===== config.mk =====
export PLATFORM = sky130hd
export DESIGN_NAME = fetch_stage
export DESIGN_NICKNAME = d
export VERILOG_FILES = /design/src/rtl/fetch_stage_pkg.sv /design/src/rtl/fetch_skid_buf.sv /design/src/rtl/fetch_stage.sv
export SDC_FILE = /design/constraint.sdc
export NUM_CORES = 1
export LEC_CHECK = 0
export BUFFER_PORTS_ARGS = -buffer_cell sky130_fd_sc_hd__buf_2
export CORE_ASPECT_RATIO = 1.75
export CORE_UTILIZATION = 60
export DETAILED_ROUTE_END_ITERATION = 7
export PLACE_DENSITY = 0.85
export SLEW_MARGIN = 20
export SYNTH_ARGS = -nofsm -noshare
export SYNTH_HDL_FRONTEND = slang
export SYNTH_HIERARCHICAL = 1
export SYNTH_SLANG_ARGS = --single-unit
export TNS_END_PERCENT = 50

===== constraint.sdc =====
create_clock -name f_clk -period 19.55 [get_ports f_clk]
set_input_delay 0.9775 -clock f_clk [delete_from_list [all_inputs] [get_ports f_clk]]
set_output_delay 0.9775 -clock f_clk [all_outputs]
set_load 0.03 [all_outputs]

===== src/rtl/fetch_stage_pkg.sv =====
// Processor-wide fetch defaults shared by the fetch stage and its skid buffer.
// Widths, the reset vector and the sequential step are overridable per instance.
package fetch_stage_pkg;

    localparam int          PC_WIDTH_DEF = 32;
    localparam int          IWIDTH_DEF   = 32;
    localparam logic [31:0] RESET_PC_DEF = 32'h0000_0000;
    localparam int          PC_STEP_DEF  = 4;

endpackage


===== src/rtl/fetch_skid_buf.sv =====
// Two-entry FIFO of {pc, instr} pairs between instruction memory and decode.
// A push and a pop in the same cycle are both honoured at any occupancy.
module fetch_skid_buf
    import fetch_stage_pkg::*;
#(
    parameter int PC_WIDTH = PC_WIDTH_DEF,
    parameter int IWIDTH   = IWIDTH_DEF
) (
    input  logic                f_clk,
    input  logic                f_rst,
    input  logic                clear,
    input  logic                push,
    input  logic [PC_WIDTH-1:0] push_pc,
    input  logic [IWIDTH-1:0]   push_instr,
    input  logic                pop,
    output logic [PC_WIDTH-1:0] head_pc,
    output logic [IWIDTH-1:0]   head_instr,
    output logic                full,
    output logic                empty,
    output logic [1:0]          count
);

    logic [PC_WIDTH-1:0] pc_mem    [2];
    logic [IWIDTH-1:0]   instr_mem [2];
    logic                rd_ptr;
    logic                wr_ptr;
    logic [1:0]          count_q;
    logic                do_push;
    logic                do_pop;
    logic                wipe;

    assign wipe  = f_rst | clear;
    assign full  = (count_q == 2'd2);
    assign empty = (count_q == 2'd0);
    assign count = count_q;

    // When full, a push is only legal because the head leaves in the same cycle.
    assign do_push = push & (~full | pop);
    assign do_pop  = pop & ~empty;

    assign head_pc    = pc_mem[rd_ptr];
    assign head_instr = instr_mem[rd_ptr];

    always_ff @(posedge f_clk) begin
        if (wipe) begin
            rd_ptr  <= 1'b0;
            wr_ptr  <= 1'b0;
            count_q <= 2'd0;
        end else begin
            if (do_push) begin
                wr_ptr <= ~wr_ptr;
            end
            if (do_pop) begin
                rd_ptr <= ~rd_ptr;
            end
            count_q <= count_q + {1'b0, do_push} - {1'b0, do_pop};
        end
    end

    always_ff @(posedge f_clk) begin
        if (do_push && !wipe) begin
            pc_mem[wr_ptr]    <= push_pc;
            instr_mem[wr_ptr] <= push_instr;
        end
    end

endmodule


===== src/rtl/fetch_stage.sv =====
// Instruction fetch: owns the PC, issues one read per cycle to a 1-cycle memory
// and hands {pc, instr, valid} to decode through a 2-entry skid buffer.
module fetch_stage
    import fetch_stage_pkg::*;
#(
    parameter int                  PC_WIDTH = PC_WIDTH_DEF,
    parameter int                  IWIDTH   = IWIDTH_DEF,
    parameter logic [PC_WIDTH-1:0] RESET_PC = PC_WIDTH'(RESET_PC_DEF),
    parameter int                  PC_STEP  = PC_STEP_DEF
) (
    input  logic                f_clk,
    input  logic                f_rst,
    input  logic                f_i_ce,
    input  logic                f_i_change_pc,
    input  logic [PC_WIDTH-1:0] f_i_alu_pc,
    input  logic                f_i_flush,
    input  logic                f_i_stall,
    output logic [PC_WIDTH-1:0] f_o_imem_addr,
    output logic                f_o_imem_req,
    input  logic [IWIDTH-1:0]   f_i_imem_data,
    output logic [PC_WIDTH-1:0] f_o_pc,
    output logic [IWIDTH-1:0]   f_o_instr,
    output logic                f_o_ce
);

    logic [PC_WIDTH-1:0] pc_q;
    logic [PC_WIDTH-1:0] inflight_pc_q;
    logic                inflight_q;

    logic                kill;
    logic                ret_valid;
    logic                issue_room;
    logic                issue;
    logic                present_valid;
    logic                take;

    logic                buf_push;
    logic                buf_pop;
    logic [PC_WIDTH-1:0] head_pc;
    logic [IWIDTH-1:0]   head_instr;
    logic                buf_full;
    logic                buf_empty;
    logic [1:0]          buf_count;

    // Redirect and flush never issue, so nothing is in flight after them and the
    // only response to squash is the one returning during the kill cycle itself.
    assign kill      = f_i_change_pc | f_i_flush;
    assign ret_valid = inflight_q & ~f_rst & ~kill;

    // Never have more words owed to decode than the buffer can hold.
    assign issue_room = ~buf_full & ~((buf_count == 2'd1) & inflight_q);
    assign issue      = f_i_ce & ~f_rst & ~kill & issue_room;

    assign f_o_imem_req  = issue;
    assign f_o_imem_addr = pc_q;

    assign present_valid = ~f_rst & (~buf_empty | ret_valid);
    assign take          = present_valid & ~f_i_stall;

    always_comb begin
        f_o_ce    = present_valid;
        f_o_pc    = '0;
        f_o_instr = '0;
        if (present_valid) begin
            if (buf_empty) begin
                f_o_pc    = inflight_pc_q;
                f_o_instr = f_i_imem_data;
            end else begin
                f_o_pc    = head_pc;
                f_o_instr = head_instr;
            end
        end
    end

    // A bypassed return consumed by decode in the same cycle is never stored.
    assign buf_push = ret_valid & ~(buf_empty & take);
    assign buf_pop  = take & ~buf_empty;

    fetch_skid_buf #(
        .PC_WIDTH (PC_WIDTH),
        .IWIDTH   (IWIDTH)
    ) u_skid (
        .f_clk      (f_clk),
        .f_rst      (f_rst),
        .clear      (kill),
        .push       (buf_push),
        .push_pc    (inflight_pc_q),
        .push_instr (f_i_imem_data),
        .pop        (buf_pop),
        .head_pc    (head_pc),
        .head_instr (head_instr),
        .full       (buf_full),
        .empty      (buf_empty),
        .count      (buf_count)
    );

    always_ff @(posedge f_clk) begin
        if (f_rst) begin
            pc_q          <= RESET_PC;
            inflight_q    <= 1'b0;
            inflight_pc_q <= '0;
        end else if (f_i_change_pc) begin
            pc_q       <= f_i_alu_pc;
            inflight_q <= 1'b0;
        end else begin
            inflight_q <= issue;
            if (issue) begin
                inflight_pc_q <= pc_q;
                pc_q          <= pc_q + PC_WIDTH'(PC_STEP);
            end
        end
    end

endmodule


* After elaboration in Yosys (flattened, before gate mapping)
Memories as Yosys holds them, arrays and structs flattened. A register that Yosys moved wholly into a read port is not among the register bits.
Index checks and enable logic that the tools add are counted.
** Storage, ports and cells
- Register bits after elaboration :: 69
- Bits in latches :: 0
- Bits in writable memories :: 128
- ROM bits :: 0
- Bits of input ports :: 70
- Output and inout bits :: 98
- Word-level logic and storage cells :: 59
- Memories :: 2
** Cells by class
- Add/sub/neg operators :: 3
- Multipliers :: 0
- Divide/modulo/power cells :: 0
- Magnitude comparators :: 0
- Eq/ne operators :: 2
- Shift-type cells :: 0
- Mux-type cells :: 12
- Bitwise operators :: 28
- Reduce and logical (&&, ||, !) cells :: 6
** Memory list
- u_skid.instr_mem :: depth 2, bits a word 32, read ports 1, clocked after memory_dff 1, wr ports 1, RTL line fetch_skid_buf.sv:24 : logic [IWIDTH-1:0] instr_mem [2];
- u_skid.pc_mem :: depth 2, bits a word 32, read ports 1, clocked after memory_dff 1, wr ports 1, RTL line fetch_skid_buf.sv:23 : logic [PC_WIDTH-1:0] pc_mem [2];
** Operators with widths (number)
- 32-bit two-way mux :: 6
- 32-bit by 3-bit adder with 32-bit output (second input constant) :: 1
- 1-bit AND :: 14
- 1-bit inverter :: 10
- 1-bit two-way mux :: 6
- 1-bit bitwise OR :: 4
- 2-bit by 1-bit adder with 2-bit output :: 1
- 2-bit by 1-bit equality test with 1-bit output (second input constant) :: 1
- 2-bit equality test (second input constant) :: 1
- 2-bit zero test :: 1
- 2-bit AND reduction :: 1
- 2-bit nonzero test :: 1
- 2-bit OR reduction :: 1
- 2-bit by 1-bit subtractor with 2-bit output :: 1
- 1-bit logical AND :: 1
- 1-bit zero test :: 1

* Logic depth before layout (Yosys ltp)
- Depth after elaboration :: 13
- Depth in mapped cells :: 12
- Gate-level depth less buffers :: 10

* Modules after synthesis
Netlist, hierarchy kept.
** By module, submodules not included
- fetch_skid_buf :: instances 1, cells each 225, area each 5166.2 sq um, seq. area each 3943.8 sq um
- fetch_stage :: instances 1, cells each 523, area each 4026.4 sq um, seq. area each 1301.2 sq um

* Worst setup path before layout
OpenSTA, ideal clock, no wires.
- Kind :: input port to flip-flop
- From :: input f_rst
- To :: memory u_skid/instr_mem[1][0] (netlist name) (enable)
- Library setup time :: 666 ps
- Arrival :: 8394 ps
- Required time :: 18884 ps
- Setup slack :: 10490 ps
- Cell stages on the path :: 5
- Path buffers :: 2
- Cell sequence :: clkbuf_1 -> buf_1 -> nor3_1 -> o21ai_2 -> nor4b_1
** Between the ends
- Elaborated cells on any way between the ends :: 17
- Those cells by class :: mux: 2; bitwise: 13; reduce/logical: 2
** RTL lines
- from (decl) :: RTL line fetch_stage.sv:12 : input logic f_rst,
- 1-bit inverter (*) :: RTL line fetch_stage.sv:48, fetch_stage.sv:57
- 1-bit AND (2 in a row) :: RTL line fetch_stage.sv:48 : assign ret_valid = inflight_q & ~f_rst & ~kill;
- 1-bit bitwise OR :: RTL line fetch_stage.sv:57 : assign present_valid = ~f_rst & (~buf_empty | ret_valid);
- 1-bit AND (*) :: RTL line fetch_stage.sv:57
- 1-bit AND (*) :: RTL line fetch_stage.sv:58 : assign take = present_valid & ~f_i_stall;
- 1-bit AND (*) :: RTL line fetch_stage.sv:77 : assign buf_pop = take & ~buf_empty;
- via buf_pop :: RTL line fetch_stage.sv:38 : logic buf_pop;
- 1-bit bitwise OR (*) :: RTL line fetch_skid_buf.sv:38 : assign do_push = push & (~full | pop);
- 1-bit AND (*) :: RTL line fetch_skid_buf.sv:38
- 1-bit logical AND (*) :: RTL line fetch_skid_buf.sv:61 : if (do_push && !wipe) begin
- 1-bit two-way mux (*) :: RTL line fetch_skid_buf.sv:61
- 1-bit two-way mux (implied by the code) (*) :: RTL line fetch_skid_buf.sv:63 : instr_mem[wr_ptr] <= push_instr;
- to (decl) :: RTL line fetch_skid_buf.sv:24
The timed path passes the listed nets; every way through them passes the cells marked *.

* Final worst setup path
- From :: input f_i_change_pc
- To :: output f_o_pc[16]
** Between the ends
- Word-level cells in the longest chain between the ends :: 6
** RTL lines
- from (decl) :: RTL line fetch_stage.sv:14 : input logic f_i_change_pc,
- 1-bit bitwise OR :: RTL line fetch_stage.sv:47 : assign kill = f_i_change_pc | f_i_flush;
- 1-bit inverter :: RTL line fetch_stage.sv:48
- 1-bit AND :: RTL line fetch_stage.sv:48
- 1-bit bitwise OR :: RTL line fetch_stage.sv:57
- 1-bit AND :: RTL line fetch_stage.sv:57
- 32-bit two-way mux :: RTL line fetch_stage.sv:64 : if (present_valid) begin
- to (decl) :: RTL line fetch_stage.sv:21 : output logic [PC_WIDTH-1:0] f_o_pc,
Every way passes these cells.

==> metrics <==
HPWL after detailed placement=around 12 mm; Buf+Inv Stages, Crit Path=2; worst setup path class=input port to primary output; Internal=roughly 640 µW; Setup-failing EPs final=0; Synth top cells by count=128 x edfxtp_1, 85 x nor2_1, 80 x nand2_1; row cnt=59; first-pass detailed-route iteration total=5; post-synthesis cell count=748; DRT antenna net count=0; area grow syn2layout=15.5%; Final min period=approximately 3.9 ns; CTS Sinks=between 150 and 200; slew of the pin with the lowest slew margin=1.09 ns; Critical Path RT=roughly 19 ns; count of input and output buffers=167; Post-synth ARST share=0%; H-tree depth=4; maximum root-to-sink buffer count=2; Worst EP arrival=approximately 2.9 ns; RSZ-0062 raised after global routing=false; final WL=18.2 mm; crit-path leading delay family=buffers and inverters; Cell variety after synth=54; first-pass GRT wire length=29.3 mm; Slew Viols, Final=0; diode count=0; Final Hold Viols=0; post-DR wirelength/cell=16.7 µm; Flop pwr share=around 55%; largest net degree at the start of global routing=between 70 and 80; setup_tns=0 ns; core box area=roughly 15,000 µm²; Max Clk Rate=around 260 MHz; Iter 0 DRT Violations=336; crit path max fanout=65; Die Wd=~96 µm; Root Buffer=clkbuf_16; PwrDens=between 70 and 80 nW/µm²; CTS tree=yes; combinational power share=under 10%; Syn Area/Cell=between 10 and 15 µm²; DRC=0; Final Cycle Share=about a fifth; Starting Density=between 60% and 70%; Leak=around 0.0044 µW; Net Sw Power=193 µW; crit path launch type=input port; register area share after synthesis=a little under three fifths; hold slack final=about 0.49 ns; layout cell share with drive strength beyond 1=31.2%; warnings from Yosys=6; EDFF count, synth=approximately 130; post-synth top area share=a little over two fifths; Routability Congestion=0.860; Slew HR=27.1%; Setup Fix Bufs, Post-CTS=0; Critical-path top delay cell=buf_2; cts hold-fix bufs=0; later-pin clock latency in the skew report=0.43 ns; clk slew on worst S/H paths=0.07 ns; largest area contributor in the netlist=edfxtp_1; vias in the first global route=5,903; total gr overflow=0; number of nets in the layout=around 970; area of the die=about 16,000 µm²; outcome=completed; endpoint type of the worst setup path=primary output; Fill cells=between 1,000 and 1,500; height of the chip=around 170 µm; total CTS buffers=17; Max-Cap Viols=0; count leader, synth=edfxtp_1; synthesis-stage register bit count=198; # IOs=between 150 and 200; total track usage=24.0%; peak supply drop=between 0.06 and 0.07 mV; predominant post-synthesis flop cell=edfxtp_1; initial antenna violation count=0; top post-synthesis cells by area=edfxtp_1 42%, dfxtp_1 15%, mux2_4 9.8%; cts repair resizes=0; Netlist Area Pre-Place=approximately 9200 µm²; vias per cell=around 5.7; vias=approximately 6,200; Clock power frac=about two fifths; min-delay worst type=flip-flop to flip-flop; syn nets=slightly above 800; CP cell instances=buf_2, nor2_1, nand2_1, a21o_4, nor2_1, buf_2; switching share of total power=23.3%; Layout Skew=between 0.007 and 0.008 ns; slowest stage delay, CP=0.65 ns
-- final timing paths --
| kind | end | slack (ns) | cells past startpoint | from |
|---|---|---|---|---|
| max reg2reg | u_skid/pc_mem[1][7] | 16.55 | 6 | u_skid/count[1] |
| max | f_o_pc[16] | 15.70 | 6 | f_i_change_pc |
| min reg2reg | u_skid/wr_ptr | 0.49 | 2 | u_skid/wr_ptr |
| min | u_skid/wr_ptr | 0.49 | 2 | u_skid/wr_ptr |
-- sequential cells by signal (all words and copies together), names as in the netlist, named ones only --
signal and flops:
u_skid/instr_mem 64, u_skid/rd_ptr 1, inflight_q 1, inflight_pc_q 32, f_o_imem_addr 32, u_skid/count 2
u_skid/pc_mem 64, u_skid/wr_ptr 1
-- cell usage in the layout (no fill, tap or decap), types with 5 or more instances in the layout --
cell type	netlist	layout
mux2_2	5	5
nor2_1	85	83
mux2_4	60	60
a21oi_1	40	40
xor2_1	10	10
inv_1	14	14
and3_1	6	6
dfxtp_1	70	69
nor2b_1	10	10
clkbuf_16	0	17
nand2_1	80	80
buf_2	4	167
and2_1	7	7
edfxtp_1	128	128
o21a_1	5	5
nand4_1	17	17
nor3_1	10	10
o22ai_1	7	7
a22oi_1	9	9
xnor2_1	13	13
buf_4	0	6
mux2i_1	76	76
nand3_1	8	8
-- stage by stage --
| stage | cells | instance area [µm²] | setup WS, ns | utilization, % | total power, µW |
|---|---|---|---|---|---|
| global route | 1092 | 10600 | 15.47 | 71.2 | 855 |
| finish | 1092 | 10600 | 15.70 | 71.2 | 828 |
| CTS | 1092 | 10600 | 15.30 | 71.1 | 834 |
| floorplan | 748 | 9190 | 10.49 | - | 490 |
| global placement | 1060 | 10000 | 15.41 | 67.4 | 508 |
| detailed placement | 1060 | 10000 | 15.28 | 67.4 | 509 |
-- power by group through the flow --
stage	sequential [µW]	clock [µW]	combinational, µW
3_3_place_gp	464	0	44.1
4_1_cts	455	334	45.4
3_5_place_dp	464	0	45.2
2_1_floorplan	470	0	19.6
5_1_grt	456	350	49.2
6_report	455	328	45.3
-- final cells by class --
type / instances / area, µm² / share of cell area [%]
Multi-Input combinational cell: 490 / 3630 / 34.2
Sequential cell: 198 / 5250 / 49.4
Clock inverter: 13 / 114 / 1.07
Timing Repair Buffer: 174 / 892 / 8.40
Inverter: 15 / 56.3 / 0.530
Clock buffer: 19 / 443 / 4.17
Tap cell: 183 / 229 / 2.16
-- per-layer routing --
metal | wire length, µm | up-vias | share of wire, % | GRT usage [%]
li1 | - | 2997 | - | -
met1 | 7410 | 2953 | 41 | 30.4
met2 | 9660 | 196 | 53 | 40.5
met3 | 737 | 30 | 4.1 | 3.62
met4 | 382 | 0 | 2.1 | 9.60
met5 | 0 | - | 0 | 0
-- tightest hold or removal path, delay by kind of cell (launching register included) --
kind          cells  cell delay, ns
mux               1            0.06
simple gates      1            0.06
flops             1            0.33
-- cell families (layout without fill, tap and decap cells) --
group / after synthesis / after routing / share of synthesized area (%)
and+or+nand+nor: 240 / 240 / 12.4
AOI/OAI and AO/OA: 82 / 82 / 5.43
xor gates and xnor gates: 23 / 23 / 2.19
buffers and inverters: 60 / 221 / 3.74
adders and majority gates: 3 / 3 / 0.408
DFF: 198 / 198 / 57.1
muxes: 142 / 142 / 18.8
No activity file was read; power rests on OpenSTA's default activity.
